[src/rtl/symbol_integrator_pkg.sv]
// Shared types and width helpers for the symbol integrator.
// Holds the FSM state enum and the default parameter values.
package symbol_integrator_pkg;

    typedef enum logic {
        IDLE  = 1'b0,
        INTEG = 1'b1
    } state_e;

    localparam int DIN_W_DEF = 6;
    localparam int SUM_W_DEF = 10;
    localparam int SPS_DEF   = 16;

    // Accumulator width that cannot overflow over one full window.
    function automatic int acc_width(input int din_w, input int sps);
        return din_w + $clog2(sps) + 1;
    endfunction

endpackage

[src/rtl/sat_narrow.sv]
// Narrows a signed accumulator value to the decoder width.
// INTEG_SAT_EN defined: clamp to range; undefined: keep LSBs (wrap).
module sat_narrow #(
    parameter int IN_W  = 12,
    parameter int OUT_W = 10
) (
    input  logic signed [IN_W-1:0]  din_i,
    output logic signed [OUT_W-1:0] dout_o
);

`ifdef INTEG_SAT_EN
    localparam logic signed [IN_W-1:0] MAXV =
        {{(IN_W-OUT_W+1){1'b0}}, {(OUT_W-1){1'b1}}};
    localparam logic signed [IN_W-1:0] MINV =
        {{(IN_W-OUT_W+1){1'b1}}, {(OUT_W-1){1'b0}}};

    // Clamp out-of-range sums to the nearest representable value.
    always_comb begin
        dout_o = din_i[OUT_W-1:0];
        if (din_i > MAXV) begin
            dout_o = MAXV[OUT_W-1:0];
        end else if (din_i < MINV) begin
            dout_o = MINV[OUT_W-1:0];
        end
    end
`else
    logic unused_hi;

    assign unused_hi = ^din_i[IN_W-1:OUT_W];

    // Two's-complement wrap: the upper bits are simply dropped.
    always_comb begin
        dout_o = din_i[OUT_W-1:0];
    end
`endif

endmodule

[src/rtl/symbol_integrator.sv]
// Integrate-and-dump over SPS valid samples with result strobe and lock flag.
// Output narrowing saturates when INTEG_SAT_EN is defined, else wraps.
module symbol_integrator
    import symbol_integrator_pkg::*;
#(
    parameter int DIN_W = DIN_W_DEF,
    parameter int SUM_W = SUM_W_DEF,
    parameter int SPS   = SPS_DEF
) (
    input  logic                    clk,
    input  logic                    rst_n,
    input  logic                    sample_valid,
    input  logic signed [DIN_W-1:0] din_I,
    input  logic signed [DIN_W-1:0] din_Q,
    input  logic                    sync_start,
    input  logic                    sync_clear,
    output logic signed [SUM_W-1:0] sum_I,
    output logic signed [SUM_W-1:0] sum_Q,
    output logic                    result_ok,
    output logic                    flag
);

    localparam int ACC_W = acc_width(DIN_W, SPS);
    localparam int CNT_W = $clog2(SPS);
    localparam logic [CNT_W-1:0] LAST = CNT_W'(SPS - 1);

    state_e                  state_q, state_d;
    logic signed [ACC_W-1:0] acci_q, acci_d;
    logic signed [ACC_W-1:0] accq_q, accq_d;
    logic [CNT_W-1:0]        cnt_q, cnt_d;
    logic signed [ACC_W-1:0] dini_x, dinq_x;
    logic signed [ACC_W-1:0] addi, addq;
    logic signed [SUM_W-1:0] nari, narq;
    logic signed [SUM_W-1:0] sumi_q, sumq_q;
    logic                    dump, dump_q;
    logic                    ok_q, flag_q;

    assign dini_x = ACC_W'(din_I);
    assign dinq_x = ACC_W'(din_Q);
    assign addi   = acci_q + dini_x;
    assign addq   = accq_q + dinq_x;

    sat_narrow #(.IN_W(ACC_W), .OUT_W(SUM_W)) u_nar_i (
        .din_i  (addi),
        .dout_o (nari)
    );

    sat_narrow #(.IN_W(ACC_W), .OUT_W(SUM_W)) u_nar_q (
        .din_i  (addq),
        .dout_o (narq)
    );

    // Next state: clear beats dump, dump beats restart, restart beats add.
    always_comb begin
        state_d = state_q;
        acci_d  = acci_q;
        accq_d  = accq_q;
        cnt_d   = cnt_q;
        dump    = 1'b0;
        if (sync_clear) begin
            state_d = IDLE;
            acci_d  = '0;
            accq_d  = '0;
            cnt_d   = '0;
        end else begin
            unique case (state_q)
                IDLE: begin
                    if (sync_start) begin
                        state_d = INTEG;
                        acci_d  = '0;
                        accq_d  = '0;
                        cnt_d   = '0;
                    end
                end
                INTEG: begin
                    if (sample_valid && cnt_q == LAST) begin
                        dump   = 1'b1;
                        acci_d = '0;
                        accq_d = '0;
                        cnt_d  = '0;
                    end else if (sync_start) begin
                        acci_d = sample_valid ? dini_x : '0;
                        accq_d = sample_valid ? dinq_x : '0;
                        cnt_d  = sample_valid ? CNT_W'(1) : '0;
                    end else if (sample_valid) begin
                        acci_d = addi;
                        accq_d = addq;
                        cnt_d  = cnt_q + CNT_W'(1);
                    end
                end
                default: ;
            endcase
        end
    end

    // Window state: FSM, accumulators and sample counter.
    always_ff @(posedge clk or negedge rst_n) begin
        if (!rst_n) begin
            state_q <= IDLE;
            acci_q  <= '0;
            accq_q  <= '0;
            cnt_q   <= '0;
        end else begin
            state_q <= state_d;
            acci_q  <= acci_d;
            accq_q  <= accq_d;
            cnt_q   <= cnt_d;
        end
    end

    // Dump registers: sums load on dump and hold otherwise.
    always_ff @(posedge clk or negedge rst_n) begin
        if (!rst_n) begin
            sumi_q <= '0;
            sumq_q <= '0;
            dump_q <= 1'b0;
        end else begin
            dump_q <= dump;
            if (dump) begin
                sumi_q <= nari;
                sumq_q <= narq;
            end
        end
    end

    // Strobe one cycle after the sums settle; lock rises with it.
    always_ff @(posedge clk or negedge rst_n) begin
        if (!rst_n) begin
            ok_q   <= 1'b0;
            flag_q <= 1'b0;
        end else begin
            ok_q <= dump_q && !sync_clear;
            if (sync_clear) begin
                flag_q <= 1'b0;
            end else if (dump_q) begin
                flag_q <= 1'b1;
            end
        end
    end

    assign sum_I     = sumi_q;
    assign sum_Q     = sumq_q;
    assign result_ok = ok_q;
    assign flag      = flag_q;

endmodule

[config.mk]
export PLATFORM = sky130hd
export DESIGN_NAME = symbol_integrator
export DESIGN_NICKNAME = d
export VERILOG_FILES = /design/src/rtl/symbol_integrator_pkg.sv /design/src/rtl/sat_narrow.sv /design/src/rtl/symbol_integrator.sv
export SDC_FILE = /design/constraint.sdc
export NUM_CORES = 1
export LEC_CHECK = 0
export ABC_AREA = 1
export BUFFER_PORTS_ARGS = -buffer_cell sky130_fd_sc_hd__buf_2
export CAP_MARGIN = 20
export CORE_AREA = 10 10 106 108
export DETAILED_ROUTE_END_ITERATION = 10
export DIE_AREA = 0 0 116 118
export SETUP_SLACK_MARGIN = 0.05
export SYNTH_ARGS = -nofsm -noshare
export SYNTH_HDL_FRONTEND = slang
export SYNTH_SLANG_ARGS = --single-unit
[constraint.sdc]
create_clock -name clk -period 2 [get_ports clk]
set_clock_uncertainty 0.1 [all_clocks]
set_input_delay 0.3 -clock clk [delete_from_list [all_inputs] [get_ports clk]]
set_output_delay 0.3 -clock clk [all_outputs]
set_load 0.02 [all_outputs]
; Word level (Yosys, flattened, before mapping)
; Cells that the tools add are included.
[totals]
elab_cells = 49
output_inout_bits = 22
input_bits = 17
reg_bits = 50
[op_classes]
bitwise_logic = 1
muxes = 28
eq_ne = 3
n_reduce_logical = 5
add_sub_neg = 3
[op_table]
columns = cell, n
row1 = 11-bit 2-to-1 mux, 11
row2 = 11-bit case mux with 2 select lines, 2
row3 = 11-bit by 6-bit adder with 11-bit output, 2
row4 = 4-bit 2-to-1 mux, 5
row5 = 1-bit 2-to-1 mux, 9
row6 = 4-bit case mux with 2 select lines, 1
row7 = 5-bit by 4-bit != test with 1-bit output (second input constant), 1
row8 = 4-bit by 1-bit adder with 4-bit output (second input constant), 1
row9 = 4-bit equality test (second input constant), 1
row10 = 3-bit != test (second input constant), 1
row11 = 1-bit logical AND, 2
row12 = 2-bit AND reduction, 1
row13 = 2-bit nonzero test, 1
row14 = 1-bit zero test, 1
row15 = 1-bit inverter, 1

; Depth between registers and ports, before layout
; Gate-level depths: netlist (run 1).
[depth]
word_depth = 6
mapped_depth = 12
mapped_depth_nobuf = 12

; Modules after synthesis
; A second synthesis (run 1) with hierarchy kept.
[unflattened]
cells_unflattened = 487
hier_area_um2 = 3477.1
[by_module_without_submodules]
columns = module, seq_area_each_um2, area_per_inst_um2, cells_each, instances
row1 = symbol_integrator, 1251.2, 3326.9, 467, 1
row2 = sat_narrow, 0.0, 75.1, 10, 2

; Worst setup path after synthesis (run 1)
; OpenSTA, ideal clock, no wires.
[synth_timing]
path_kind = register -> register
startpoint = register accq_q[0]
endpoint = register accq_q[8]
synth_period_minus_slack_ns = 1.735
arrival_time_ns = 1.518
setup_ns = 0.116
path_slack_ns = 0.265
path_stages_with_launch = 12
n_path_buf = 0
required_ns = 1.784
cell_sequence = dfrtp_1 -> ha_1 -> inv_1 -> fa_1 -> inv_1 -> nand3_1 -> nand2_1 -> nand3_1 -> nand3_1 -> nand3_1 -> nand2_1 -> nand2_1
[synth_between]
elab_chain_len = 6
[synth_lines]
columns = element, line
row1 = start: declaration, symbol_integrator.sv:29  ; logic signed [ACC_W-1:0] accq_q, accq_d;
row2 = start signal: assignment, symbol_integrator.sv:106  ; accq_q <= accq_d;
row3 = 11-bit by 6-bit adder with 11-bit output, symbol_integrator.sv:41  ; assign addq = accq_q + dinq_x;
row4 = 11-bit 2-to-1 mux, symbol_integrator.sv:85  ; end else if (sample_valid) begin
row5 = 11-bit 2-to-1 mux, symbol_integrator.sv:81  ; end else if (sync_start) begin
row6 = 11-bit 2-to-1 mux, symbol_integrator.sv:76  ; if (sample_valid && cnt_q == LAST) begin
row7 = 11-bit case mux with 2 select lines, symbol_integrator.sv:66  ; unique case (state_q)
row8 = 11-bit 2-to-1 mux, symbol_integrator.sv:60  ; if (sync_clear) begin
; Every way passes these cells. The select of a mux whose other input is x is not followed.
; A chain may end at the register's enable or synchronous reset.

; Worst setup path in the final report (run 1)
[layout_timing]
startpoint = register accq_q[0]
endpoint = register accq_q[6]
; Same word-level chain as after synthesis.

==> results of run 1 <==
-- layout make-up --
| class | count | area share [%] |
|---|---|---|
| multi-input combinational | 282 | 45.5 |
| sequential | 48 | 34.5 |
| timing repair buffer | 48 | 8.05 |
| inverter | 47 | 5.14 |
| tap | 111 | 3.99 |
| clock buffer | 6 | 2.37 |
| clock inverter | 2 | 0.431 |
-- metal layers --
layer	up-vias	track usage (%)	wire [um]
li1	1344	-	-
met1	1237	13.5	3310
met2	48	18.3	3490
met3	5	2.91	406
met4	0	2.74	62
met5	-	0	0
-- kinds of logic after synthesis --
logic type	synth area share, %
AND/OR/NAND/NOR	27.6
buffers and inverters	7.90
AO/OA/AOI/OAI	11.8
flip-flops	40.6
adder cells (fa/ha/maj)	9.38
XOR/XNOR	2.66
-- flip-flops by register name, summed over array words and instances, names as in the netlist --
register	count
flag	1
state_q	1
dump_q	1
accq_q	10
cnt_q	4
sum_I	10
acci_q	10
sum_Q	10
result_ok	1
-- placed cells by master (no fill, tap or decap), types with 4 or more instances in the layout --
master    netlist  routed
a21oi_1         9       8
xor2_1          4       4
dfrtp_1        48      48
nand3_2         0       4
xnor2_1         5       5
o21ai_1         6       6
buf_2           8      38
o211ai_1        4       4
nand2_1       129     127
clkbuf_8        0       6
nor2_1         25      25
buf_4           0       8
a31oi_1        11      11
ha_1           19      17
inv_1          44      44
o21ai_0        11      11
nand3_1        33      29
-- power breakdown --
group          internal, uW  switching, uW
registers               996           17.5
clock network           281            355
logic                   152            263
-- path summary, 6_finish.rpt --
path	startpoint	end	cells past startpoint
setup / recovery	accq_q[0]$_DFFE_PN0P_	accq_q[6]$_DFFE_PN0P_	11
setup reg to reg	accq_q[0]$_DFFE_PN0P_	accq_q[6]$_DFFE_PN0P_	11
hold / removal	sync_clear	result_ok$_DFF_PN0_	2
max in group asynchronous	rst_n	accq_q[8]$_DFFE_PN0P_	3
hold reg to reg	sum_Q[0]$_DFFE_PN0P_	sum_Q[0]$_DFFE_PN0P_	2
min in group asynchronous	rst_n	result_ok$_DFF_PN0_	2
-- what timing repair did --
item	in CTS	in global routing
setup buffers	0	3
hold buffers	1	0
pin swaps	0	2
endpoints found under the setup margin	3	14
resized for setup	2	11
endpoints found under the hold margin	15	0
-- per-stage QoR --
step,area [um2],hold slack (ps),total power (uW),util [%]
after floorplan,2960,-95.6,1310,-
after global placement,3290,150,1420,36.1
after detailed placement,3290,160,1430,36.1
after CTS,3400,84.8,2080,37.4
after global routing,3480,84.0,2190,38.2
final,3480,88.9,2060,38.2
==> flow_metrics.py, run 1 <==
metrics = {
    "timing": {
        "fin_ws_ps": 189,
        "hold_violations": 0,
        "rsz0062_at_grt": "yes",
        "tightestPinTransition_ps": 631,
        "drv_slew": 0,
        "clock.fmax_ghz": 0.552,
        "finalCritPeriodShare_pct": 90.6,
        "slew_headroom_pct": 57.9,
        "setup_violations": 0,
        "fin_crit_ps": 1810,
        "final.setup.tns_ps": 0,
    },
    "logic_synthesis": {
        "synthCells": 387,
        "synth_area_mm2": 0.00296,
        "ys_types": 33,
        "synth_commonest_cells": "nand2_1 (129), dfrtp_1 (48), inv_1 (44)",
        "yosysTopAreaCell": "dfrtp_1",
        "synth-seq-area-share_pct": 40.6,
        "synth_nets": 425,
        "synth.most_common_cell": "nand2_1",
        "synth-edff-count": 0,
        "synth_ff_type": "dfrtp_1",
        "ys_warn_count": 0,
        "yosys.area.top_type_share_pct": 40.6,
        "synth_seq_cells": 48,
        "async_flop_share_pct": 100,
        "yosys-top-cells-area": "dfrtp_1 (41%), nand2_1 (16%), ha_1 (8.0%), inv_1 (5.6%), nand3_1 (5.6%)",
        "synth.avg_cell_area_um2": 7.65,
    },
    "cts": {
        "cts_max_level": 2,
        "clk_pin_slew_ps": 100,
        "cts_buffers": 5,
        "clk_latency_ps": 310,
        "cts_root_buf": "clkbuf_8",
        "clock_sinks": 48,
        "cts_tree": "done",
        "clock_path_buffers": 2,
    },
    "die": {
        "rows": 35,
        "die_w_um": 116,
        "pin_count": 39,
        "die_area_mm2": 0.0137,
        "start_util_pct": 32.5,
        "die_h_um": 118,
        "coreArea_mm2": 0.00911,
    },
    "placed_design": {
        "port_buffers": 38,
        "place_ws_ps": -9.32,
        "placed_cells": 532,
        "routabilityCongestion": 0.858,
        "hpwl_um": 5590,
    },
    "global_route": {
        "antenna_found_initial": 0,
        "grt_pass1_wl_um": 12400,
        "grt_pass1_vias": 2692,
        "grt_overflow_total": 0,
        "grt_max_degree": 22,
        "grt.total_usage_pct": 10.9,
    },
    "finish": {
        "fin_nets": 470,
        "seqCellArea_mm2": 0.00120,
        "drive_gt1_share_pct": 18.0,
        "area_delta_synth_final_pct": 17.6,
        "antenna_cells": 0,
        "fin_cells": 544,
        "multi_input_area_mm2": 0.00158,
        "fillCellCount": 941,
    },
    "critical_path": {
        "path_buf_inv": 2,
        "cpPeakStageDelay_ps": 400,
        "crit_chain": "ha_4 > inv_1 > fa_2 > inv_1 > nand3_1 > nand2_2 > nand2_1 > a21o_1 > nand3_1 > nand2_1 > nand2_1",
        "cp-end-kind": "register",
        "crit_slowest_cell": "dfrtp_1",
        "critPathLaunchType": "register",
        "critPathMostFrequentCell": "nand2_1",
        "worstPathArrival_ps": 1960,
        "crit_required_ps": 2150,
        "reg2reg_slack_ps": 190,
        "worstSetupPathType": "reg -> reg",
        "crit_fanout": 3,
        "crit_family": "adder cells",
    },
    "outcome": {
        "status": "complete, no violations",
    },
    "detailed_routing": {
        "vias": 2634,
        "wire_per_inst_um": 13.4,
        "drcViolationCount": 0,
        "wl_um": 7270,
        "detail_route.vias_per_cell": 4.84,
        "drt_iter0_drc": 96,
        "drtAntennaViolNets": 0,
        "firstDrtPassIters": 4,
    },
    "job": {
        "maxCapViolCount": 0,
    },
    "power": {
        "vdd_drop_max_mv": 0.257,
        "p_leak_uw": 0.00192,
        "pwr_density_cell_mw_per_mm2": 593,
    },
    "worst_hold_path": {
        "hp-class": "in -> reg",
    },
}
(Power assumes the default switching activity.)
==> run 2, diff against run 1 <==
--- a/config.mk
+++ b/config.mk
@@ -13,2 +13,3 @@
 export DIE_AREA = 0 0 116 118
+export GPL_TIMING_DRIVEN = 0
 export SETUP_SLACK_MARGIN = 0.05
--- a/constraint.sdc
+++ b/constraint.sdc
@@ -4,2 +4,2 @@
 set_output_delay 0.3 -clock clk [all_outputs]
-set_load 0.02 [all_outputs]
+set_load 0.05 [all_outputs]
==> flow_metrics.py, run 2 (synthesis results as in run 1) <==
metrics = {
    "detailed_routing": {
        "vias": 2616,
        "wire_per_inst_um": 13.7,
        "drt_iter0_drc": 128,
        "wl_um": 7470,
        "drcViolationCount": 0,
        "drtAntennaViolNets": 0,
        "firstDrtPassIters": 4,
        "detail_route.vias_per_cell": 4.81,
    },
    "cts": {
        "cts_setup_buffers": 0,
        "cts_buffers": 5,
        "cts_root_buf": "clkbuf_8",
        "cts_max_level": 2,
        "clock_sinks": 48,
        "clk_pin_slew_ps": 90,
        "clock_path_buffers": 2,
        "cts_tree": "done",
        "clk_latency_ps": 300,
    },
    "critical_path": {
        "crit_required_ps": 2090,
        "cp-end-kind": "register",
        "critPathLaunchType": "register",
        "crit_slowest_cell": "dfrtp_1",
        "path_buf_inv": 2,
        "crit_family": "adder cells",
        "cpPeakStageDelay_ps": 360,
        "crit_fanout": 3,
        "worstSetupPathType": "reg -> reg",
        "crit_chain": "ha_2 > inv_1 > fa_2 > inv_1 > nand3_1 > nand2_2 > xnor2_1 > nand2_1 > o211ai_1 > nand2_1",
        "worstPathArrival_ps": 1910,
    },
    "global_route": {
        "grt_pass1_vias": 2668,
        "grt_max_degree": 49,
        "grt_overflow_total": 0,
        "antenna_found_initial": 0,
        "grt.total_usage_pct": 11.4,
        "grt_pass1_wl_um": 12900,
    },
    "timing": {
        "finalCritPeriodShare_pct": 91.0,
        "drv_slew": 0,
        "rsz0062_at_grt": "yes",
        "hold_violations": 0,
        "timing.hold.ws_ps": 94.9,
        "clock.fmax_ghz": 0.549,
        "slew_headroom_pct": 69.4,
        "final.setup.tns_ps": 0,
        "fin_crit_ps": 1820,
        "tightestPinTransition_ps": 460,
        "setup_violations": 0,
    },
    "finish": {
        "final_area_mm2": 0.00344,
        "drive_gt1_share_pct": 17.6,
        "antenna_cells": 0,
        "fin_nets": 471,
        "area_delta_synth_final_pct": 16.4,
        "fin_cells": 544,
        "mostFrequentLayoutCells": "nand2_1 (127), dfrtp_1 (48), buf_2 (45)",
        "final_common_cell": "nand2_1",
    },
    "power": {
        "p_leak_uw": 0.00191,
        "vdd_drop_max_mv": 0.228,
        "pwr_density_cell_mw_per_mm2": 578,
    },
    "die": {
        "pin_count": 39,
        "die_h_um": 118,
        "start_util_pct": 32.5,
        "rows": 35,
        "die_w_um": 116,
        "coreArea_mm2": 0.00911,
        "die_area_mm2": 0.0137,
    },
    "outcome": {
        "status": "complete, no violations",
    },
    "placed_design": {
        "routabilityCongestion": 0.876,
        "hpwl_um": 5630,
        "post_dp_cell_area_mm2": 0.00328,
        "port_buffers": 37,
        "placed_cells": 535,
    },
    "job": {
        "maxCapViolCount": 0,
    },
    "worst_hold_path": {
        "hp-class": "in -> reg",
    },
}
## run 2: metal layers
metal  share of wire, %  global-route usage (%)  wire length [um]  up-vias
met1                 46                    14.6              3430     1215
met4               0.71                    2.97                53        0
met2                 47                    18.6              3540       59
met5                  0                       0                 0        -
met3                5.9                    2.80               444        5
li1                   -                       -                 -     1337
## run 2: power breakdown
| part | internal (uW) | leakage (uW) | switching, uW |
|---|---|---|---|
| Clock | 239 | 0.0000410 | 335 |
| Sequential | 996 | 0.000662 | 16.7 |
| Combinational | 147 | 0.00121 | 258 |
## run 2: timing repair
item / in CTS / in global routing
setup endpoints to repair: 3 / 10
pin swaps: 0 / 2
endpoints found under the hold margin: 0 / 18
resized for setup: 3 / 9
hold buffers: 0 / 1
## run 2: per-stage QoR
step | setup slack [ps] | total power (uW) | util (%)
2_1_floorplan | 265 | 1310 | -
3_3_place_gp | -34.3 | 1410 | 36.1
3_5_place_dp | -34.5 | 1420 | 36.1
4_1_cts | 57.1 | 2000 | 37.0
5_1_grt | 47.7 | 2120 | 37.8
6_report | 180 | 1990 | 37.8
## run 2: area by class of cell
type	instances	area [um2]
Clock buffer	6	72.6
Sequential cell	48	1200
Timing Repair Buffer	39	215
Fill cell	986	5660
Buffer	10	55.1
Tap cell	111	139
Multi-Input combinational cell	282	1580
Clock inverter	1	5.00
Inverter	47	179
## run 2: final timing paths
kind,from,endpoint,slack [ps],depth (start not counted)
min in group asynchronous,rst_n,sum_Q[1]$_DFFE_PN0P_,360,2
worst max-delay path,accq_q[0]$_DFFE_PN0P_,accq_q[4]$_DFFE_PN0P_,180,10
max in group asynchronous,rst_n,cnt_q[3]$_DFFE_PN0P_,920,3
worst min register to register,sum_Q[9]$_DFFE_PN0P_,sum_Q[9]$_DFFE_PN0P_,380,2
worst min-delay path,sync_clear,result_ok$_DFF_PN0_,90,2
worst max register to register,accq_q[0]$_DFFE_PN0P_,accq_q[4]$_DFFE_PN0P_,180,10
